===== src/rtl/pe_row_fifo.sv =====
// Row-tagged word buffer between the row serializer and the PE array.
// Each stored word carries its rowID plus first/last-of-row flags; reads are registered.
module pe_row_fifo #(
    parameter int unsigned DATA_WIDTH  = 8,
    parameter int unsigned HOUT        = 56,
    parameter int unsigned Iw          = 7,
    parameter int unsigned ROWID_WIDTH = 6,
    parameter int unsigned DEPTH       = 32
) (
    input  logic                   clk,
    input  logic                   rstn,
    input  logic                   pe_buffer_fifo_we,
    input  logic [ROWID_WIDTH-1:0] rowID_r,
    input  logic [DATA_WIDTH-1:0]  pe_buffer_input [Iw],
    input  logic                   rd_en,
    output logic [DATA_WIDTH-1:0]  dout [Iw],
    output logic                   dout_valid,
    output logic [ROWID_WIDTH-1:0] dout_rowID,
    output logic                   dout_first,
    output logic                   dout_last,
    output logic                   empty,
    output logic                   full,
    output logic [$clog2(DEPTH):0] count,
    output logic [$clog2(DEPTH):0] rows_avail,
    output logic                   row_space,
    output logic                   overflow
);

    localparam int unsigned WPR = HOUT / Iw;
    localparam int unsigned AW  = $clog2(DEPTH);
    localparam int unsigned WCW = (WPR > 1) ? $clog2(WPR) : 1;

    typedef enum logic [0:0] {StWIdle, StWRow} wstate_e;

    logic [DATA_WIDTH-1:0]  mem_data  [DEPTH][Iw];
    logic [ROWID_WIDTH-1:0] mem_rowid [DEPTH];
    logic                   mem_first [DEPTH];
    logic                   mem_last  [DEPTH];

    wstate_e                state_q, state_d;
    logic [WCW-1:0]         wcnt_q, wcnt_d;
    logic [ROWID_WIDTH-1:0] rowid_q, rowid_d;
    logic [AW-1:0]          wr_ptr_q, rd_ptr_q;
    logic [AW:0]            count_q, count_d;
    logic [AW:0]            rows_q, rows_d;
    logic                   overflow_q;

    logic [DATA_WIDTH-1:0]  dout_q [Iw];
    logic [ROWID_WIDTH-1:0] dout_rowid_q;
    logic                   dout_first_q, dout_last_q, dout_valid_q;

    logic                   wr_acc, rd_acc;
    logic                   wr_first, wr_last;
    logic [ROWID_WIDTH-1:0] wr_rowid;
    logic                   rd_is_last;

    assign empty      = (count_q == '0);
    assign full       = (count_q == (AW+1)'(DEPTH));
    assign row_space  = (count_q <= (AW+1)'(DEPTH - WPR));
    assign wr_acc     = pe_buffer_fifo_we & ~full;
    assign rd_acc     = rd_en & ~empty;
    assign rd_is_last = mem_last[rd_ptr_q];

    // Write-side row tracker: tags each accepted word with its row and position.
    always_comb begin
        state_d  = state_q;
        wcnt_d   = wcnt_q;
        rowid_d  = rowid_q;
        wr_first = 1'b0;
        wr_last  = 1'b0;
        wr_rowid = rowid_q;
        if (wr_acc) begin
            case (state_q)
                StWIdle: begin
                    wr_first = 1'b1;
                    wr_rowid = rowID_r;
                    rowid_d  = rowID_r;
                    if (WPR == 1) begin
                        wr_last = 1'b1;
                        wcnt_d  = '0;
                    end else begin
                        wcnt_d  = WCW'(1);
                        state_d = StWRow;
                    end
                end
                StWRow: begin
                    if (wcnt_q == WCW'(WPR - 1)) begin
                        wr_last = 1'b1;
                        wcnt_d  = '0;
                        state_d = StWIdle;
                    end else begin
                        wcnt_d = wcnt_q + WCW'(1);
                    end
                end
                default: state_d = StWIdle;
            endcase
        end
    end

    always_comb begin
        count_d = count_q;
        rows_d  = rows_q;
        case ({wr_acc, rd_acc})
            2'b10:   count_d = count_q + (AW+1)'(1);
            2'b01:   count_d = count_q - (AW+1)'(1);
            default: count_d = count_q;
        endcase
        case ({wr_acc & wr_last, rd_acc & rd_is_last})
            2'b10:   rows_d = rows_q + (AW+1)'(1);
            2'b01:   rows_d = rows_q - (AW+1)'(1);
            default: rows_d = rows_q;
        endcase
    end

    always_ff @(posedge clk or negedge rstn) begin
        if (!rstn) begin
            state_q    <= StWIdle;
            wcnt_q     <= '0;
            rowid_q    <= '0;
            wr_ptr_q   <= '0;
            rd_ptr_q   <= '0;
            count_q    <= '0;
            rows_q     <= '0;
            overflow_q <= 1'b0;
        end else begin
            state_q <= state_d;
            wcnt_q  <= wcnt_d;
            rowid_q <= rowid_d;
            count_q <= count_d;
            rows_q  <= rows_d;
            if (wr_acc) wr_ptr_q <= wr_ptr_q + AW'(1);
            if (rd_acc) rd_ptr_q <= rd_ptr_q + AW'(1);
            if (pe_buffer_fifo_we && full) overflow_q <= 1'b1;
        end
    end

    // Storage array carries no reset; only entries below count are ever read.
    always_ff @(posedge clk) begin
        if (wr_acc) begin
            for (int i = 0; i < int'(Iw); i++) begin
                mem_data[wr_ptr_q][i] <= pe_buffer_input[i];
            end
            mem_rowid[wr_ptr_q] <= wr_rowid;
            mem_first[wr_ptr_q] <= wr_first;
            mem_last[wr_ptr_q]  <= wr_last;
        end
    end

    always_ff @(posedge clk or negedge rstn) begin
        if (!rstn) begin
            for (int i = 0; i < int'(Iw); i++) begin
                dout_q[i] <= '0;
            end
            dout_rowid_q <= '0;
            dout_first_q <= 1'b0;
            dout_last_q  <= 1'b0;
            dout_valid_q <= 1'b0;
        end else begin
            dout_valid_q <= rd_acc;
            if (rd_acc) begin
                for (int i = 0; i < int'(Iw); i++) begin
                    dout_q[i] <= mem_data[rd_ptr_q][i];
                end
                dout_rowid_q <= mem_rowid[rd_ptr_q];
                dout_first_q <= mem_first[rd_ptr_q];
                dout_last_q  <= rd_is_last;
            end
        end
    end

    assign dout       = dout_q;
    assign dout_valid = dout_valid_q;
    assign dout_rowID = dout_rowid_q;
    assign dout_first = dout_first_q;
    assign dout_last  = dout_last_q;
    assign count      = count_q;
    assign rows_avail = rows_q;
    assign overflow   = overflow_q;

endmodule


===== config.mk =====
export PLATFORM = sky130hd
export DESIGN_NAME = pe_row_fifo
export DESIGN_NICKNAME = d
export VERILOG_FILES = /design/src/rtl/pe_row_fifo.sv
export SDC_FILE = /design/constraint.sdc
export NUM_CORES = 2
export LEC_CHECK = 0
export BUFFER_PORTS_ARGS = -buffer_cell sky130_fd_sc_hd__buf_2
export CAP_MARGIN = 10
export CORE_MARGIN = 4
export CORE_UTILIZATION = 42
export DETAILED_ROUTE_END_ITERATION = 12
export PLACE_DENSITY = 0.61
export SYNTH_ARGS = -nofsm -noshare
export SYNTH_HDL_FRONTEND = slang
export SYNTH_SLANG_ARGS = --single-unit

===== constraint.sdc =====
create_clock -name clk -period 4.6 [get_ports clk]
set_input_delay 0.92 -clock clk [delete_from_list [all_inputs] [get_ports clk]]
set_output_delay 0.92 -clock clk [all_outputs]
set_load 0.01 [all_outputs]

## Yosys cells after proc, flatten, opt, wreduce, memory -nomap -nowiden

Memories as Yosys holds them, arrays and structs flattened. A register that Yosys moved wholly into a read port is not among the register bits.
Index checks and enable logic that the tools add are counted.

| storage, ports and cells | value |
|---|---|
| bits in registers | 35 |
| RAM bits | 2048 |
| bits of input ports | 66 |
| output and inout port bits | 81 |
| word-level logic and storage cells | 57 |
| memories kept | 4 |

| operators by class | value |
|---|---|
| add/subtract/negate cells | 7 |
| order comparisons | 1 |
| equality and inequality tests | 6 |
| multiplexer cells | 15 |
| bitwise gates (word level) | 7 |
| reduce and logical (&&, ||, !) cells | 7 |

Memory list:

| memory | words | bits a word | rd ports | clocked after Yosys merged registers in | write ports | RTL line | RTL |
|---|---|---|---|---|---|---|---|
| mem_data | 32 | 56 | 1 | 1 | 1 | 35 | `logic [DATA_WIDTH-1:0] mem_data [DEPTH][Iw];` |
| mem_rowid | 32 | 6 | 1 | 1 | 1 | 36 | `logic [ROWID_WIDTH-1:0] mem_rowid [DEPTH];` |
| mem_first | 32 | 1 | 1 | 1 | 1 | 37 | `logic mem_first [DEPTH];` |
| mem_last | 32 | 1 | 1 | 0 | 1 | 38 | `logic mem_last [DEPTH];` |

Operators with widths:

| operator | number |
|---|---|
| one-hot mux 6 bit (2 select lines) | 2 |
| adder 6 x 1 -> 6 bit (second input constant) | 2 |
| 2-to-1 mux 6 bit | 2 |
| subtractor 6 x 1 -> 6 bit (second input constant) | 2 |
| adder 5 x 1 -> 5 bit (second input constant) | 2 |
| 2-to-1 mux 1 bit | 8 |
| == test 6 bit (second input constant) | 1 |
| <= comparator 6 x 5 -> 1 bit (second input constant) | 1 |
| zero test 6 bit | 1 |
| one-hot mux 3 bit (2 select lines) | 1 |
| AND 1 bit | 4 |
| == test 2 x 1 -> 1 bit (second input constant) | 2 |
| == test 2 bit (second input constant) | 2 |
| nonzero test 2 bit | 2 |
| adder 3 x 1 -> 3 bit (second input constant) | 1 |
| == test 3 bit (second input constant) | 1 |
| zero test 1 bit | 3 |
| 2-to-1 mux 3 bit | 1 |
| NOT 1 bit | 3 |
| one-hot mux 1 bit (2 select lines) | 1 |
| logical AND 1 bit | 1 |

## Depth between registers and ports, before layout

| depth | value |
|---|---|
| word-level depth | 7 |
| depth in mapped cells | 15 |

## Worst setup path before layout

No wires, ideal clock.

| timing path | value |
|---|---|
| kind | input port to flip-flop |
| start point | input pe_buffer_fifo_we |
| end point | memory mem_data[29][0] (netlist name), enable pin |
| arrival time | 4.168 ns |
| data required time | 4.113 ns |
| slack | -0.055 ns |
| stages | 4 |
| buffers on the path | 1 |
| cells stage by stage | o21a_1 -> buf_2 -> nand2_1 -> nor2_1 |

| between the ends | value |
|---|---|
| longest elaborated chain between the ends | 3 |

RTL lines:

| item | RTL line | RTL |
|---|---|---|
| from (decl) | 12 | `input logic pe_buffer_fifo_we,` |
| AND 1 bit | 60 | `assign wr_acc = pe_buffer_fifo_we & ~full;` |
| 2-to-1 mux 1 bit | 139 | `if (wr_acc) begin` |
| 2-to-1 mux 1 bit (not written as such) | 141 | `mem_data[wr_ptr_q][i] <= pe_buffer_input[i];` |
| to (decl) | 35 |  |

Every way passes these cells.

## Worst setup path after layout

| timing path | value |
|---|---|
| start point | register rd_ptr_q[0] |
| end point | register rows_q[5], in the netlist rows_avail[5] |

| between the ends | value |
|---|---|
| longest elaborated chain between the ends | 4 |
| elaborated cells on any way between the ends | 6 |

RTL lines:

| item | RTL line | RTL |
|---|---|---|
| from (decl) | 43 | `logic [AW-1:0] wr_ptr_q, rd_ptr_q;` |
| from (signal assigned) | 132 | `if (rd_acc) rd_ptr_q <= rd_ptr_q + AW'(1);` |
| memory read (32 x 1 bit) * | n/a |  |
| AND 1 bit * | 108 | `case ({wr_acc & wr_last, rd_acc & rd_is_last})` |
| == test 2 x 1 -> 1 bit or == test 2 bit (tied branches) | 108 |  |
| one-hot mux 6 bit (2 select lines) or nonzero test 2 bit (tied branches) | n/a |  |
| to (signal assigned) | 130 | `rows_q <= rows_d;` |
| to (decl) | 45 | `logic [AW:0] rows_q, rows_d;` |

Every way passes the cells marked *; elsewhere a longest branch is shown, timed or not.
A chain may end at the register's enable or synchronous reset.

==> metrics.md <==
| Metric | Value |
|---|---|
| FFs w/ async S/R, synth | 4.57% |
| Height of the die | 450 um |
| Rel. slew slack | 21.0% |
| WL met3 | 16.0 mm |
| Post-synth top flop | edfxtp_1 |
| Cells after Synth | 3989 |
| CTS buffer count | 209 |
| Post-CTS setup buffer count | 0 |
| Final Total Pwr | about 56 mW |
| Initial core utilization | between 40% and 50% |
| Initial antenna violation count | 18 |
| Yosys cell types | 59 |
| Mux contribution to synthesized area | 13.4% |
| Post-DRT Antenna Nets | 0 |
| CP arrival | roughly 5 ns |
| Grt total ovfl | 0 |
| R2R setup slack | 0.38 ns |
| Iter 0 DRT Violations | 4683 |
| Root Driver | clkbuf_16 |
| Outcome | complete, no violations |
| Routed wire length | between 200 and 250 mm |
| Share of layout cells above drive strength 1 | between 20% and 30% |
| Num ports | 147 |
| WL met1 | 87.4 mm |
| # rows | 161 |
| Crit end category | flip-flop |
| Worst Reg-to-Reg Cells | 10 |
| Area share of and/or/nand/nor cells after synthesis | a little over 2% |
| Type of the worst setup path | flip-flop to flip-flop |
| Post-synth net total | 4074 |
| H-Tree Depth | 4 |
| Mapped cell area | 0.0819 sq mm |
| Seq/Total Area, Yosys | 78.0% |
| Final setup margin | 0.376 ns |
| Detail Placement HPWL | 100 mm |
| Slew Viols, Final | 0 |
| Power density cells | ~600 mW/mm^2 |
| Fill cells | 15.5k |
| Wirelength per Cell | about 30 um |
| Fin crit period | between 4 and 5 ns |
| CTS resizes | 0 |
| DRT Pass-1 Iters | 7 |
| Met2 WL | 100 mm |
| Post-Synth Adder-Cell Area | 0.308% |
| Post-synth EDFFs | 2048 |
| DIE WIDTH | 450 um |
| Worst VDD drop | 597 uV |
| Final Util | 48.4% |
| Ys Warns | 0 |
| Clock skew | about 0.034 ns |
| Compound-gate portion of the synthesized area | 4.61% |
| Largest net degree at the start of global routing | 134 |
| HP Class | input pin to asynchronous set/reset pin |
| Worst-path fanout max | 17 |
| Final hold vios | 0 |
| Crit share post-route | 91.8% |
| Least-Margin Pin Slew | 1.19 ns |
| Maximum operating frequency | ~240 MHz |
| Vias in the first global route | 40.6k |
| Vias | 41.0k |
| Die ar. | approximately 0.20 sq mm |
| Clock Sink Count | roughly 2.1k |
| Drc violations | 0 |
| Post-CTS Hold Fix Bufs | 0 |
| Highest Signal Layer | met5 |
| Setup crit start kind | flip-flop |
| Drt via density | 5.90 |
| Final #Nets | 4324 |
| Max clock buf depth | 3 |
| IO buf count | 146 |
| Hold slack | 0.146 ns |
| All-layer global routing usage | ~20% |
| Pre-CTS setup slack | 0.437 ns |
| Clk Latency, worst-skew pair | 0.85 ns |
| Register bit total from synthesis | 2146 |
| Syn avg cell area | 20.5 sq um |
| Largest family of logic cells by synthesized area | multiplexers |
| Worst Path Required | 5.31 ns |
| Pleak | 30.6 nW |
| Leading cell type in the layout, fill and taps excluded | edfxtp_1 |
| Max_cap viols | 0 |
| CTS tree | done |
| Layout area overhead | 14.0% |
| Clock-pin slew on the worst setup and hold paths | roughly 0.06 ns |
| Core box area | 0.193 sq mm |
| Unrepaired setup endpoints after global routing | false |
| RD Place Congestion | 0.743 |
| Synth Area in XOR/XNOR | less than 1% |
| Global-route wire length before repair | around 300 mm |
| Final setup fails | 0 |
| Most frequent cells in the layout | edfxtp_1 (2048), mux2i_1 (508), mux4_2 (258) |
-- per-stage QoR --
| stage | TNS, ns | cell area, sq um | instances |
|---|---|---|---|
| 2_1_floorplan | -50.63 | 81900 | 3989 |
| 3_3_place_gp | 0 | 86500 | 6554 |
| 3_5_place_dp | 0 | 86500 | 6554 |
| 4_1_cts | 0 | 93400 | 6947 |
| 5_1_grt | 0 | 93400 | 6949 |
| 6_report | 0 | 93400 | 6954 |
-- sequential cells by signal, indices dropped and copies added, names as in the netlist, 32 cells and up --
name / count
mem_data: 1792
mem_last: 32
dout: 56
mem_rowid: 192
mem_first: 32
-- final cells by class --
cell class | instances | area [sq um] | area share, %
flip-flops and latches | 2146 | 64000 | 68.5
multi-input cells | 1600 | 17200 | 18.4
clock buffers | 288 | 5860 | 6.27
well taps | 2526 | 3160 | 3.38
repair buffers | 269 | 2140 | 2.29
clock inverters | 105 | 1040 | 1.11
inverters | 13 | 48.8 | 0.0522
diodes | 7 | 17.5 | 0.0187
-- path summary, 6_finish.rpt --
path	from	to
worst max-delay path	rd_ptr_q[0]	rows_avail[5]
worst min-delay path	rstn	count[5]
worst max register to register	rd_ptr_q[0]	rows_avail[5]
worst min register to register	overflow	overflow
max in group asynchronous	rstn	dout[2]
min in group clk	pe_buffer_fifo_we	overflow
-- cells in the mapped netlist, types with 5 or more instances --
cell type  count  share of area [%]
nor2_1        39               0.18
ha_1          17               0.26
a22oi_1      104               0.95
mux2i_1      508                6.2
nand3b_1       6              0.055
or3b_2         5              0.053
nand3_1       28               0.17
nand2_1      134               0.61
buf_2         91               0.56
xnor2_1        9              0.096
o21ai_0       11              0.067
a22o_1        86               0.92
mux4_2       258                7.1
buf_6          9               0.12
o22ai_1      146                1.1
o31ai_1       46               0.42
dfrtp_1       98                3.0
inv_1         13              0.060
a2111oi_0     41               0.44
buf_4         27               0.25
nand4_1       23               0.18
clkbuf_1      99               0.45
o41ai_2       20               0.40
nor4b_1       46               0.49
edfxtp_1    2048                 75
mux2_2         6              0.082
nor2b_1        5              0.038
-- routing by layer --
| metal | global-route usage (%) | vias up |
|---|---|---|
| met2 | 32.9 | 1600 |
| met1 | 29.0 | 22000 |
| met5 | 0 | - |
| met3 | 3.50 | 311 |
| met4 | 5.49 | 10 |
| li1 | - | 17100 |
-- report_power, final --
| part | internal, mW | total [mW] | switching [mW] |
|---|---|---|---|
| Sequential | 23.3 | 24.1 | 0.795 |
| Combinational | 5.84 | 14.7 | 8.88 |
| Clock | 9.72 | 17.0 | 7.27 |
-- worst max-delay path, cell delays in order, from the launching register on --
cell,delay (ns)
dfrtp_4,0.64
mux4_2,0.56
a22o_1,0.21
nor4_1,0.76
nor3_1,0.15
ha_1,0.34
ha_1,0.36
or4b_2,0.67
o311a_1,0.15
o311ai_0,0.14
xor2_1,0.11
-- cells by family after synthesis --
| family | after synthesis |
|---|---|
| AO/OA/AOI/OAI | 483 |
| adder cells (fa/ha/maj) | 19 |
| flip-flops | 2146 |
| XOR/XNOR | 13 |
| AND/OR/NAND/NOR | 313 |
| multiplexers | 772 |
| buffers and inverters | 243 |
(Power assumes the default switching activity.)
